`src/rtl/mul_hilo_sequencer.sv`:
```
// Multicycle issue/writeback stage for the external 32x32 signed multiplier:
// holds operands stable for MUL_CYCLES settle cycles, then writes HI/LO.
module mul_hilo_sequencer #(
   parameter int unsigned MUL_CYCLES = 4
) (
   input  logic        clk,
   input  logic        clr,
   input  logic        start,
   input  logic [31:0] a_in,
   input  logic [31:0] b_in,
   input  logic        flush,
   output logic [31:0] mul_a,
   output logic [31:0] mul_b,
   input  logic [63:0] mul_z,
   input  logic [31:0] hi_in,
   input  logic [31:0] lo_in,
   input  logic        hi_wr,
   input  logic        lo_wr,
   output logic        busy,
   output logic        done,
   output logic [31:0] hi_out,
   output logic [31:0] lo_out
);

   localparam logic [0:0] IDLE = 1'b0;
   localparam logic [0:0] WAIT = 1'b1;
   localparam logic [3:0] CNT_LOAD = 4'(MUL_CYCLES - 1);

   logic [0:0] state;
   logic [3:0] count;

   // Multiplier inputs come straight from flops so the product path is a clean multicycle path.
   always_ff @(posedge clk or negedge clr) begin
      if (!clr) begin
         state  <= IDLE;
         count  <= '0;
         mul_a  <= '0;
         mul_b  <= '0;
         hi_out <= '0;
         lo_out <= '0;
         done   <= 1'b0;
      end else begin
         done <= 1'b0;
         case (state)
            IDLE: begin
               if (hi_wr) hi_out <= hi_in;
               if (lo_wr) lo_out <= lo_in;
               if (start) begin
                  mul_a <= a_in;
                  mul_b <= b_in;
                  count <= CNT_LOAD;
                  state <= WAIT;
               end
            end
            WAIT: begin
               if (flush) begin
                  state <= IDLE;
               end else if (count == 4'd0) begin
                  hi_out <= mul_z[63:32];
                  lo_out <= mul_z[31:0];
                  done   <= 1'b1;
                  state  <= IDLE;
               end else begin
                  count <= count - 4'd1;
               end
            end
            default: state <= IDLE;
         endcase
      end
   end

   assign busy = (state == WAIT);

endmodule
```
`config.mk`:
```
export PLATFORM = sky130hd
export DESIGN_NAME = mul_hilo_sequencer
export DESIGN_NICKNAME = d
export VERILOG_FILES = /design/src/rtl/mul_hilo_sequencer.sv
export SDC_FILE = /design/constraint.sdc
export NUM_CORES = 1
export LEC_CHECK = 0
export CAP_MARGIN = 0
export CORE_AREA = 2 2 127 129
export CTS_BUF_LIST = sky130_fd_sc_hd__clkbuf_8 sky130_fd_sc_hd__clkbuf_16
export DETAILED_ROUTE_END_ITERATION = 6
export DIE_AREA = 0 0 129 131
export PLACE_DENSITY = 0.89
export RECOVER_POWER = 50
export SLEW_MARGIN = 10
export SYNTH_ARGS = -nofsm -noshare
export SYNTH_HDL_FRONTEND = slang
export SYNTH_SLANG_ARGS = --single-unit
```
`constraint.sdc`:
```
create_clock -name clk -period 3.6 [get_ports clk]
set_input_delay 0.36 -clock clk [delete_from_list [all_inputs] [get_ports clk]]
set_output_delay 0.36 -clock clk [all_outputs]
set_load 0.02 [all_outputs]
```
==> results of run 1 <==
[worst max-delay path: cells and delay by family (launching register included)]
kind,cells,cell delay [ns]
and+or+nand+nor,3,1.73
buffers and inverters,1,0.30
DFF,1,0.51
[report_power, final]
group / switching, mW / internal (mW)
Clock: 0.647 / 1.15
Sequential: 0.329 / 2.07
Combinational: 1.76 / 1.47
Total: 2.74 / 4.70
[synth_stat cells (all sizes together)]
library cell,instances
nand2,195
dfrtp,134
a21oi,67
nor2,65
o32ai,64
buf,34
clkbuf,15
inv,4
nand2b,4
nor2b,3
ha,2
a32o,1
and2b,1
nand3,1
nor3,1
nor3b,1
o211ai,1
o21ai,1
o22ai,1
o41ai,1
or3,1
or3b,1
[layer usage]
layer / global-route usage / vias up / share of wire
met5: 0 / - / 0
met4: 0.0876 / 0 / 0.022
met3: 0.0794 / 29 / 0.098
met2: 0.382 / 254 / 0.50
met1: 0.266 / 2706 / 0.38
li1: - / 2667 / -
[cell families after synthesis]
group                      synth area share
AOI/OAI and AO/OA                     0.217
and+or+nand+nor                       0.176
DFF                                   0.557
adders and majority gates           0.00415
buffers and inverters                0.0459
[registers in the layout, summed over array words and instances (netlist names)]
register / cells
mul_a: 32
mul_b: 32
lo_out: 32
hi_out: 32
done: 1
count: 4
busy: 1
[cell usage in the layout, fill, tap and decap left out, types with 2 or more instances in the layout]
| cell type | instances |
|---|---|
| dfrtp_1 | 134 |
| nor2_1 | 65 |
| buf_4 | 7 |
| clkinv_4 | 3 |
| inv_1 | 4 |
| buf_12 | 2 |
| o32ai_2 | 50 |
| ha_1 | 2 |
| dlygate4sd3_1 | 39 |
| clkinvlp_4 | 3 |
| clkdlybuf4s50_1 | 287 |
| clkbuf_2 | 2 |
| nand2_1 | 194 |
| clkbuf_16 | 17 |
| nand2b_1 | 2 |
| nor2b_2 | 2 |
| a21oi_1 | 67 |
| bufinv_16 | 4 |
| o32ai_1 | 14 |
| clkinv_2 | 3 |
[layout make-up]
cell class | count | area share
repair buffers | 338 | 0.336
flip-flops and latches | 134 | 0.334
multi-input cells | 411 | 0.241
clock buffers | 17 | 0.0424
well taps | 216 | 0.0269
clock inverters | 13 | 0.0183
inverters | 4 | 0.00150
[worst min path at each step]
| stage | slack (ns) | from | cells past startpoint | end |
|---|---|---|---|---|
| global route | 0.48 | b_in[15] | 3 | mul_b[15]$_DFFE_PN0P_ |
| detailed placement | 0.46 | mul_a[0]$_DFFE_PN0P_ | 2 | mul_a[0]$_DFFE_PN0P_ |
| CTS | 0.11 | clr | 1 | hi_out[4]$_DFFE_PN0P_ |
| floorplan | 0.06 | clr | 0 | busy$_DFF_PN0_ |
| finish | 0.47 | mul_b[27]$_DFFE_PN0P_ | 2 | mul_b[27]$_DFFE_PN0P_ |
| global placement | 0.46 | mul_a[22]$_DFFE_PN0P_ | 2 | mul_a[22]$_DFFE_PN0P_ |
==> reports/qor.csv, run 1 <==
stage,metric,value,unit
sta,minimum clock period,2.63,ns
floorplan,Starting Density,0.386,
power_and_ir_drop,total power,7.43,mW
worst_setup_path,"critical path, cell by cell","nor2b_1, buf_12, nand2_1, nand2_1",
power_and_ir_drop,power per cell area,741,nW/um^2
sta,Final Slew Violations,132,
finish,Final Core Density,0.643,
clocking,Clock Pin Slew Worst Setup and Hold Paths,0.06,ns
clocking,total setup buffers inserted after CTS,0,
placed_design,instance count after placement with tap cells included,1103,
sta,Relative slew margins,-0.738,
route,number of remaining DRC errors,0,
global_routing,global-route usage over all layers,0.226,
worst_setup_path,Critical Path Most Common Cell,nand2_1,
min_path,worst min-delay path category,flop to flop,
clocking,clock network latency to the later pin of the worst-skew pair,0.41,ns
worst_setup_path,maximum single-stage delay on the critical path,1.52,ns
worst_setup_path,Setup crit start,busy$_DFF_PN0_,
yosys,"Distinct cells, synth",25,
global_routing,antenna violations before repair,0,
yosys,ranking of synthesized cells by area,"dfrtp_1 56%, o32ai_2 14%, nand2_1 12%",
yosys,sequential area share after synthesis,0.557,
yosys,net count after synthesis,798,
route,wire length reported by the detailed router,19400,um
job,Max-cap violations,2,
sta,Slew @ Worst Pin,2.61,ns
route,post-detailed-route count of antenna-violating nets,0,
worst_setup_path,FF-to-FF Start,busy$_DFF_PN0_,
worst_setup_path,data arrival time at the worst-slack endpoint,2.97,ns
outcome,status,finished with violations,
clocking,root buffer cell,clkbuf_16,
power_and_ir_drop,Static Leakage,4.19,nW
floorplan,boundary pin count,328,
finish,Filler Cells Inserted,1185,
global_routing,via count of the first global-routing pass,5722,
finish,share of layout cells above drive strength 1,0.106,
floorplan,core area,15600,um^2
finish,diode count,0,
route,vias per cell,4.99,
global_routing,largest net degree at the start of global routing,104,
sta,number of failing hold endpoints at the final stage,0,
floorplan,Die H,131,um
clocking,CTS tree,done,
finish,area growth from synthesis to layout,66.5,%
yosys,average footprint of a synthesized cell,10.1,um^2
clocking,number of H-tree levels,4,
placed_design,RD Place Congestion,0.814,
worst_setup_path,kind of start point of the critical path,flop,
sta,final setup vio count,0,
floorplan,placement row count,46,
sta,Min Hold Slack,0.469,ns
sta,total negative setup slack,0,ns
worst_setup_path,critical-path maximum fanout,40,
sta,final setup slack of the worst path,0.971,ns
floorplan,Die Area,16900,um^2
sta,share of the clock period used by the worst path after layout,0.730,
power_and_ir_drop,peak supply drop,0.000394,V
clocking,number of buffers inserted for hold repair after clock tree synthesis,0,
route,first-pass iteration count of the detailed router,4,
finish,number of nets in the finished design,1106,
route,initial DRC count,289,
yosys,number of synthesis warnings,0,
sta,Final Skew,0.00707,ns
outcome,failing checks,"max-capacitance violations, max-slew violations",
route,total vias in the final route,5656,
global_routing,global-route wire length before repair,29600,um
yosys,"area leader, netlist",dfrtp_1,
sta,unrepaired setup endpoints after global routing,false,
worst_setup_path,capture point of the critical path,mul_a[21]$_DFFE_PN0P_,
yosys,share of the synthesized area in the top cell type,0.557,
worst_setup_path,end of the worst register-to-register path,mul_a[21]$_DFFE_PN0P_,
finish,final instance count without filler cells,1133,
worst_setup_path,cell count of the worst reg-to-reg path,4,
global_routing,GRT Residual Overflow,0,
finish,total area of multi-input combinational cells,2410,um^2
worst_setup_path,CP required,3.94,ns
clocking,maximum number of buffers from clock root to sink,2,
clocking,total number of clock tree sinks,134,
worst_setup_path,kind of critical path,flop to flop,
placed_design,detailed placement HPWL,13700,um
yosys,Gate Count Post-Synth,598,
yosys,Yosys reg bits,134,
placed_design,number of buffer cells added on primary ports,327,
yosys,Synth Cell Area,6020,um^2
placed_design,placed instance area,9440,um^2
clocking,Resized Gates After CTS,0,
sta,Fmax,0.380,GHz
finish,sequential cell area,3350,um^2
placed_design,Place WS,1.21,ns
floorplan,die extent in x,129,um
worst_setup_path,R2R Setup Slk,0.97,ns
finish,"Non-Filler Cell Area, Final",10000,um^2
worst_setup_path,Critical-path top delay cell,nor2b_1,
clocking,TritonCTS buffer count,17,
route,wire length per cell after detailed routing,17.1,um
worst_setup_path,Critical Path End Type,flop,
(Power assumes the default switching activity.)
==> run 2, diff against run 1 <==
--- a/config.mk
+++ b/config.mk
@@ -6,10 +6,9 @@
 export NUM_CORES = 1
 export LEC_CHECK = 0
 export CAP_MARGIN = 0
-export CORE_AREA = 2 2 127 129
+export CORE_UTILIZATION = 39
 export CTS_BUF_LIST = sky130_fd_sc_hd__clkbuf_8 sky130_fd_sc_hd__clkbuf_16
 export DETAILED_ROUTE_END_ITERATION = 6
-export DIE_AREA = 0 0 129 131
 export PLACE_DENSITY = 0.89
 export RECOVER_POWER = 50
 export SLEW_MARGIN = 10
==> constraint.sdc (replaced) <==
create_clock -name clk -period 2.5 [get_ports clk]
set_input_delay 0.25 -clock clk [delete_from_list [all_inputs] [get_ports clk]]
set_output_delay 0.25 -clock clk [all_outputs]
set_load 0.02 [all_outputs]
==> reports/qor.csv, run 2 (synthesized netlist as in run 1, its figures left out) <==
stage,metric,value,unit,change
power_and_ir_drop,power per cell area,1050,nW/um^2,was 741 nW/um^2
power_and_ir_drop,Logic pwr share,0.440,,was 0.435
clocking,Clock Pin Slew Worst Setup and Hold Paths,0.06,ns,about the same
route,first-pass iteration count of the detailed router,4,,unchanged
worst_setup_path,CP required,2.25,ns,was 3.94 ns
floorplan,boundary pin count,328,,unchanged
global_routing,via count of the first global-routing pass,5881,,was 5722
placed_design,instance count after placement with tap cells included,1080,,was 1103
worst_setup_path,maximum single-stage delay on the critical path,0.73,ns,was 1.52 ns
worst_setup_path,Top Family by Delay on Critical Path,buffers and inverters,,was simple AND/OR/NAND/NOR gates
sta,Final Slew Violations,0,,was 132
clocking,total number of clock tree sinks,134,,unchanged
sta,unrepaired setup endpoints after global routing,false,,unchanged
finish,Filler Cells Inserted,1155,,was 1185
clocking,root buffer cell,clkbuf_16,,unchanged
floorplan,core area,15100,um^2,was 15600 um^2
worst_setup_path,Critical Path End Type,primary output,,was flop
route,number of remaining DRC errors,0,,unchanged
sta,Relative slew margins,0.0894,,was -0.738
power_and_ir_drop,Internal,6.67,mW,was 4.70 mW
global_routing,GRT Residual Overflow,0,,unchanged
global_routing,global-route usage over all layers,0.245,,was 0.226
min_path,worst min-delay path category,primary input to asynchronous set/reset pin,,was flop to flop
floorplan,Die Area,15900,um^2,was 16900 um^2
power_and_ir_drop,share of total power in sequential cells,0.326,,was 0.323
power_and_ir_drop,peak supply drop,0.000541,V,was 0.000394 V
global_routing,global-route wire length before repair,30200,um,was 29600 um
job,Max-cap violations,0,,was 2
worst_setup_path,kind of start point of the critical path,flop,,unchanged
worst_setup_path,data arrival time at the worst-slack endpoint,1.79,ns,was 2.97 ns
clocking,number of buffers inserted for hold repair after clock tree synthesis,1,,was 0
route,wire length per cell after detailed routing,17.2,um,was 17.1 um
worst_setup_path,critical-path maximum fanout,9,,was 40
outcome,status,"complete, no violations",,was finished with violations
floorplan,die extent in x,126,um,was 129 um
route,post-detailed-route count of antenna-violating nets,0,,unchanged
finish,final instance count without filler cells,1113,,was 1133
clocking,TritonCTS buffer count,17,,unchanged
floorplan,Die H,126,um,was 131 um
finish,area growth from synthesis to layout,67.2,%,was 66.5%
clocking,number of H-tree levels,4,,unchanged
power_and_ir_drop,Static Leakage,4.23,nW,was 4.19 nW
finish,diode count,0,,unchanged
clocking,maximum number of buffers from clock root to sink,2,,unchanged
placed_design,number of buffer cells added on primary ports,327,,unchanged
power_and_ir_drop,power share of the clock group,0.234,,was 0.242
clocking,CTS tree,done,,unchanged
global_routing,largest net degree at the start of global routing,66,,was 104
sta,total negative setup slack,0,ns,unchanged
finish,most used cells in the layout excluding fill and tap cells,"275 x clkdlybuf4s50_1, 194 x nand2_1, 134 x dfrtp_1",,"was 287 x clkdlybuf4s50_1, 194 x nand2_1, 134 x dfrtp_1"
worst_setup_path,kind of critical path,flop to primary output,,was flop to flop
sta,minimum clock period,2.04,ns,
power_and_ir_drop,Sw Share,0.370,,was 0.368
worst_setup_path,number of buffers and inverters on the critical path,1,,unchanged
clocking,Resized Gates After CTS,0,,unchanged
placed_design,RD Place Congestion,0.790,,was 0.814
clocking,clock network latency to the later pin of the worst-skew pair,0.40,ns,was 0.41 ns
finish,"most common cell after layout, fill and taps aside",clkdlybuf4s50_1,,unchanged
sta,final setup vio count,0,,unchanged
route,vias per cell,5.14,,was 4.99
worst_setup_path,"critical path, cell by cell",clkdlybuf4s50_1,,"was nor2b_1, buf_12, nand2_1, nand2_1"
route,initial DRC count,273,,was 289
finish,number of nets in the finished design,1112,,was 1106
sta,Final Skew,0.00687,ns,was 0.00707 ns
clocking,total setup buffers inserted after CTS,0,,unchanged
placed_design,detailed placement HPWL,13800,um,was 13700 um
route,total vias in the final route,5720,,was 5656
global_routing,antenna violations before repair,0,,unchanged
sta,Fmax,0.491,GHz,
sta,Slew @ Worst Pin,1.37,ns,was 2.61 ns
worst_setup_path,Critical-path top delay cell,clkdlybuf4s50_1,,was nor2b_1
power_and_ir_drop,power spent charging and discharging nets,3.92,mW,was 2.74 mW
floorplan,placement row count,45,,was 46
finish,share of layout cells above drive strength 1,0.110,,was 0.106
sta,share of the clock period used by the worst path after layout,0.814,,
route,wire length reported by the detailed router,19200,um,was 19400 um
sta,number of failing hold endpoints at the final stage,0,,unchanged
floorplan,Starting Density,0.398,,was 0.386
[run 2: metrics by stage]
stage	total power [mW]	setup slack [ns]	cell area, um^2	util	hold slack [ns]
after global placement	8.18	0.633	9500	0.627	0.134
after floorplan	5.84	0.815	6020	-	-0.0456
after global routing	11.2	0.294	10100	0.665	0.277
after CTS	10.8	0.427	10100	0.667	0.266
final	10.6	0.465	10100	0.665	0.271
after detailed placement	8.30	0.521	9500	0.627	0.132
[run 2: area by class of cell]
type	count	area [um^2]	area share
clock buffers	17	425	0.0422
clock inverters	15	165	0.0164
inverters	4	15.0	0.00149
multi-input cells	411	2420	0.240
flip-flops and latches	134	3350	0.333
well taps	188	235	0.0234
repair buffers	344	3460	0.343
[run 2: path summary, 6_finish.rpt]
| check | startpoint | endpoint | slack (ns) | cells past startpoint |
|---|---|---|---|---|
| worst max-delay path | busy$_DFF_PN0_ | busy | 0.46 | 1 |
| worst min-delay path | clr | hi_out[5]$_DFFE_PN0P_ | 0.27 | 2 |
| worst max register to register | count[0]$_DFFE_PN0P_ | hi_out[22]$_DFFE_PN0P_ | 0.50 | 6 |
| worst min register to register | mul_a[14]$_DFFE_PN0P_ | mul_a[14]$_DFFE_PN0P_ | 0.47 | 2 |
| max in group asynchronous | clr | count[0]$_DFFE_PN0P_ | 0.63 | 3 |
| min in group clk | a_in[6] | mul_a[6]$_DFFE_PN0P_ | 0.37 | 3 |
[run 2: layer usage]
layer | part of all wire | routed length, um | GRT usage
met5 | 0 | 0 | 0
met3 | 0.081 | 1550 | 0.0790
met1 | 0.39 | 7420 | 0.280
met2 | 0.50 | 9600 | 0.420
met4 | 0.031 | 592 | 0.105
[run 2: power groups by stage]
stage | Clock (mW) | Sequential (mW) | Combinational, mW
after floorplan | 0 | 4.44 | 1.41
after global placement | 0 | 3.46 | 4.72
after detailed placement | 0 | 3.50 | 4.80
after CTS | 2.54 | 3.48 | 4.82
after global routing | 2.65 | 3.55 | 4.97
final | 2.48 | 3.46 | 4.66
==> run 3, diff against run 2 <==
--- a/config.mk
+++ b/config.mk
@@ -6,10 +6,10 @@
 export NUM_CORES = 1
 export LEC_CHECK = 0
 export CAP_MARGIN = 0
-export CORE_UTILIZATION = 39
+export CORE_UTILIZATION = 35
 export CTS_BUF_LIST = sky130_fd_sc_hd__clkbuf_8 sky130_fd_sc_hd__clkbuf_16
 export DETAILED_ROUTE_END_ITERATION = 6
-export PLACE_DENSITY = 0.89
+export PLACE_DENSITY = 0.85
 export RECOVER_POWER = 50
 export SLEW_MARGIN = 10
 export SYNTH_ARGS = -nofsm -noshare
==> constraint.sdc (replaced) <==
create_clock -name clk -period 1.85 [get_ports clk]
set_input_delay 0.185 -clock clk [delete_from_list [all_inputs] [get_ports clk]]
set_output_delay 0.185 -clock clk [all_outputs]
set_load 0.02 [all_outputs]
==> reports/qor.csv, run 3 (synthesized netlist as in run 1, its figures left out) <==
stage,metric,value,unit,change
min_path,Worst Hold Path Cells,3,,
finish,total area of multi-input combinational cells,2460,um^2,was 2420 um^2
clocking,root buffer cell,clkbuf_16,,unchanged
global_routing,global-route usage over all layers,0.219,,was 0.245
min_path,worst hold path startpoint,b_in[3],,
min_path,Min-Delay Endpoint,mul_b[3]$_DFFE_PN0P_,,
sta,Final Skew,0.0143,ns,was 0.00687 ns
route,first-pass iteration count of the detailed router,5,,was 4
route,vias per cell,4.94,,was 5.14
global_routing,global-route wire length before repair,30400,um,was 30200 um
global_routing,GRT Residual Overflow,0,,unchanged
worst_setup_path,CP required,2.12,ns,was 2.25 ns
floorplan,boundary pin count,328,,unchanged
sta,total negative setup slack,0,ns,unchanged
finish,"Non-Filler Cell Area, Final",10300,um^2,was 10100 um^2
worst_setup_path,R2R Setup Slk,0.09,ns,was 0.50 ns
clocking,clock network latency to the later pin of the worst-skew pair,0.41,ns,was 0.40 ns
job,Max-cap violations,0,,unchanged
clocking,total number of clock tree sinks,134,,unchanged
sta,Min Hold Slack,0.295,ns,was 0.271 ns
power_and_ir_drop,total power,15.0,mW,was 10.6 mW
sta,Fmax,0.568,GHz,
placed_design,number of buffer cells added on primary ports,327,,unchanged
worst_setup_path,FF-to-FF Start,count[0]$_DFFE_PN0P_,,unchanged
route,post-detailed-route count of antenna-violating nets,0,,unchanged
min_path,worst min-delay path category,primary input to flop,,was primary input to asynchronous set/reset pin
route,wire length per cell after detailed routing,16.9,um,was 17.2 um
floorplan,placement row count,47,,was 45
clocking,number of H-tree levels,4,,unchanged
sta,minimum clock period,1.76,ns,
floorplan,core area,16700,um^2,was 15100 um^2
worst_setup_path,Top Family by Delay on Critical Path,simple AND/OR/NAND/NOR gates,,was buffers and inverters
power_and_ir_drop,Static Leakage,4.30,nW,was 4.23 nW
finish,number of nets in the finished design,1113,,was 1112
route,initial DRC count,209,,was 273
worst_setup_path,"critical path, cell by cell","inv_2, ha_2, or3b_4, buf_12, o32ai_2, a21oi_1",,was clkdlybuf4s50_1
worst_setup_path,data arrival time at the worst-slack endpoint,2.03,ns,was 1.79 ns
finish,area growth from synthesis to layout,71.2,%,was 67.2%
sta,share of the clock period used by the worst path after layout,0.952,,
global_routing,largest net degree at the start of global routing,66,,unchanged
route,wire length reported by the detailed router,19300,um,was 19200 um
worst_setup_path,maximum single-stage delay on the critical path,0.42,ns,was 0.73 ns
placed_design,detailed placement HPWL,13500,um,was 13800 um
sta,Slew @ Worst Pin,1.15,ns,was 1.37 ns
finish,"most common cell after layout, fill and taps aside",clkdlybuf4s50_1,,unchanged
clocking,Clock Pin Slew Worst Setup and Hold Paths,0.06,ns,about the same
sta,Final Slew Violations,0,,unchanged
clocking,TritonCTS buffer count,17,,unchanged
worst_setup_path,number of buffers and inverters on the critical path,2,,was 1
floorplan,Starting Density,0.361,,was 0.398
finish,most used cells in the layout excluding fill and tap cells,"325 x clkdlybuf4s50_1, 194 x nand2_1, 134 x dfrtp_1",,"was 275 x clkdlybuf4s50_1, 194 x nand2_1, 134 x dfrtp_1"
sta,unrepaired setup endpoints after global routing,true,,was false
floorplan,Die H,133,um,was 126 um
worst_setup_path,Critical-path top delay cell,or3b_4,,was clkdlybuf4s50_1
sta,final setup vio count,0,,unchanged
sta,Relative slew margins,0.233,,was 0.0894
finish,Final Core Density,0.617,,was 0.665
clocking,total setup buffers inserted after CTS,0,,unchanged
placed_design,Place WS,0.0554,ns,was 0.521 ns
placed_design,RD Place Congestion,0.847,,was 0.790
floorplan,Die Area,17700,um^2,was 15900 um^2
finish,Filler Cells Inserted,1396,,was 1155
outcome,status,"complete, no violations",,unchanged
global_routing,antenna violations before repair,0,,unchanged
worst_setup_path,kind of start point of the critical path,flop,,unchanged
route,total vias in the final route,5659,,was 5720
finish,diode count,0,,unchanged
worst_setup_path,end of the worst register-to-register path,hi_out[0]$_DFFE_PN0P_,,was hi_out[22]$_DFFE_PN0P_
global_routing,via count of the first global-routing pass,5862,,was 5881
placed_design,instance count after placement with tap cells included,1113,,was 1080
finish,sequential cell area,3350,um^2,unchanged
worst_setup_path,Critical Path End Type,flop,,was primary output
finish,share of layout cells above drive strength 1,0.125,,was 0.110
placed_design,placed instance area,9630,um^2,was 9500 um^2
finish,final instance count without filler cells,1146,,was 1113
power_and_ir_drop,power per cell area,1460,nW/um^2,was 1050 nW/um^2
route,number of remaining DRC errors,0,,unchanged
sta,number of failing hold endpoints at the final stage,0,,unchanged
power_and_ir_drop,peak supply drop,0.000797,V,was 0.000541 V
clocking,maximum number of buffers from clock root to sink,2,,unchanged
sta,final setup slack of the worst path,0.0891,ns,was 0.465 ns
clocking,CTS tree,done,,unchanged
worst_setup_path,kind of critical path,flop to flop,,was flop to primary output
floorplan,die extent in x,133,um,was 126 um
worst_setup_path,cell count of the worst reg-to-reg path,6,,unchanged
worst_setup_path,critical-path maximum fanout,35,,was 9
## run 3: report_power, final
group | leakage (nW) | switching, mW | internal (mW)
Sequential | 1.57 | 0.667 | 4.03
Combinational | 2.42 | 3.43 | 3.12
Clock | 0.318 | 1.34 | 2.45
## run 3: cell type report
| type | instances | share of cell area |
|---|---|---|
| clock buffers | 18 | 0.0426 |
| clock inverters | 14 | 0.0216 |
| inverters | 4 | 0.00146 |
| multi-input cells | 411 | 0.239 |
| flip-flops and latches | 134 | 0.325 |
| well taps | 220 | 0.0267 |
| repair buffers | 345 | 0.344 |
## run 3: layer usage
| metal | wire length (um) | up-vias | global-route usage |
|---|---|---|---|
| met5 | 0 | - | 0 |
| met4 | 340 | 0 | 0.0688 |
| met3 | 1730 | 25 | 0.0841 |
| met2 | 9680 | 262 | 0.379 |
| met1 | 7590 | 2692 | 0.249 |
| li1 | - | 2680 | - |
## run 3: worst max-delay path by stage
stage | endpoint | depth (start not counted) | from
2_1_floorplan | lo_out[3]$_DFFE_PN0P_ | 7 | count[0]$_DFFE_PN0P_
6_report | hi_out[0]$_DFFE_PN0P_ | 6 | count[0]$_DFFE_PN0P_
4_1_cts | busy | 1 | busy$_DFF_PN0_
3_3_place_gp | lo_out[2]$_DFFE_PN0P_ | 6 | count[0]$_DFFE_PN0P_
3_5_place_dp | lo_out[0]$_DFFE_PN0P_ | 6 | count[0]$_DFFE_PN0P_
5_1_grt | lo_out[16]$_DFFE_PN0P_ | 6 | count[0]$_DFFE_PN0P_
## run 3: what timing repair did
action | in CTS | in global routing
endpoints found under the hold margin | 41 | 0
resized for setup | 1 | 9
hold buffers | 1 | 0
setup endpoints to repair | 1 | 65
## run 3: worst min-delay path, cell delays in order
cell	delay, ns
clkdlybuf4s50_1	0.40
nand2_1	0.05
nand2_1	0.04
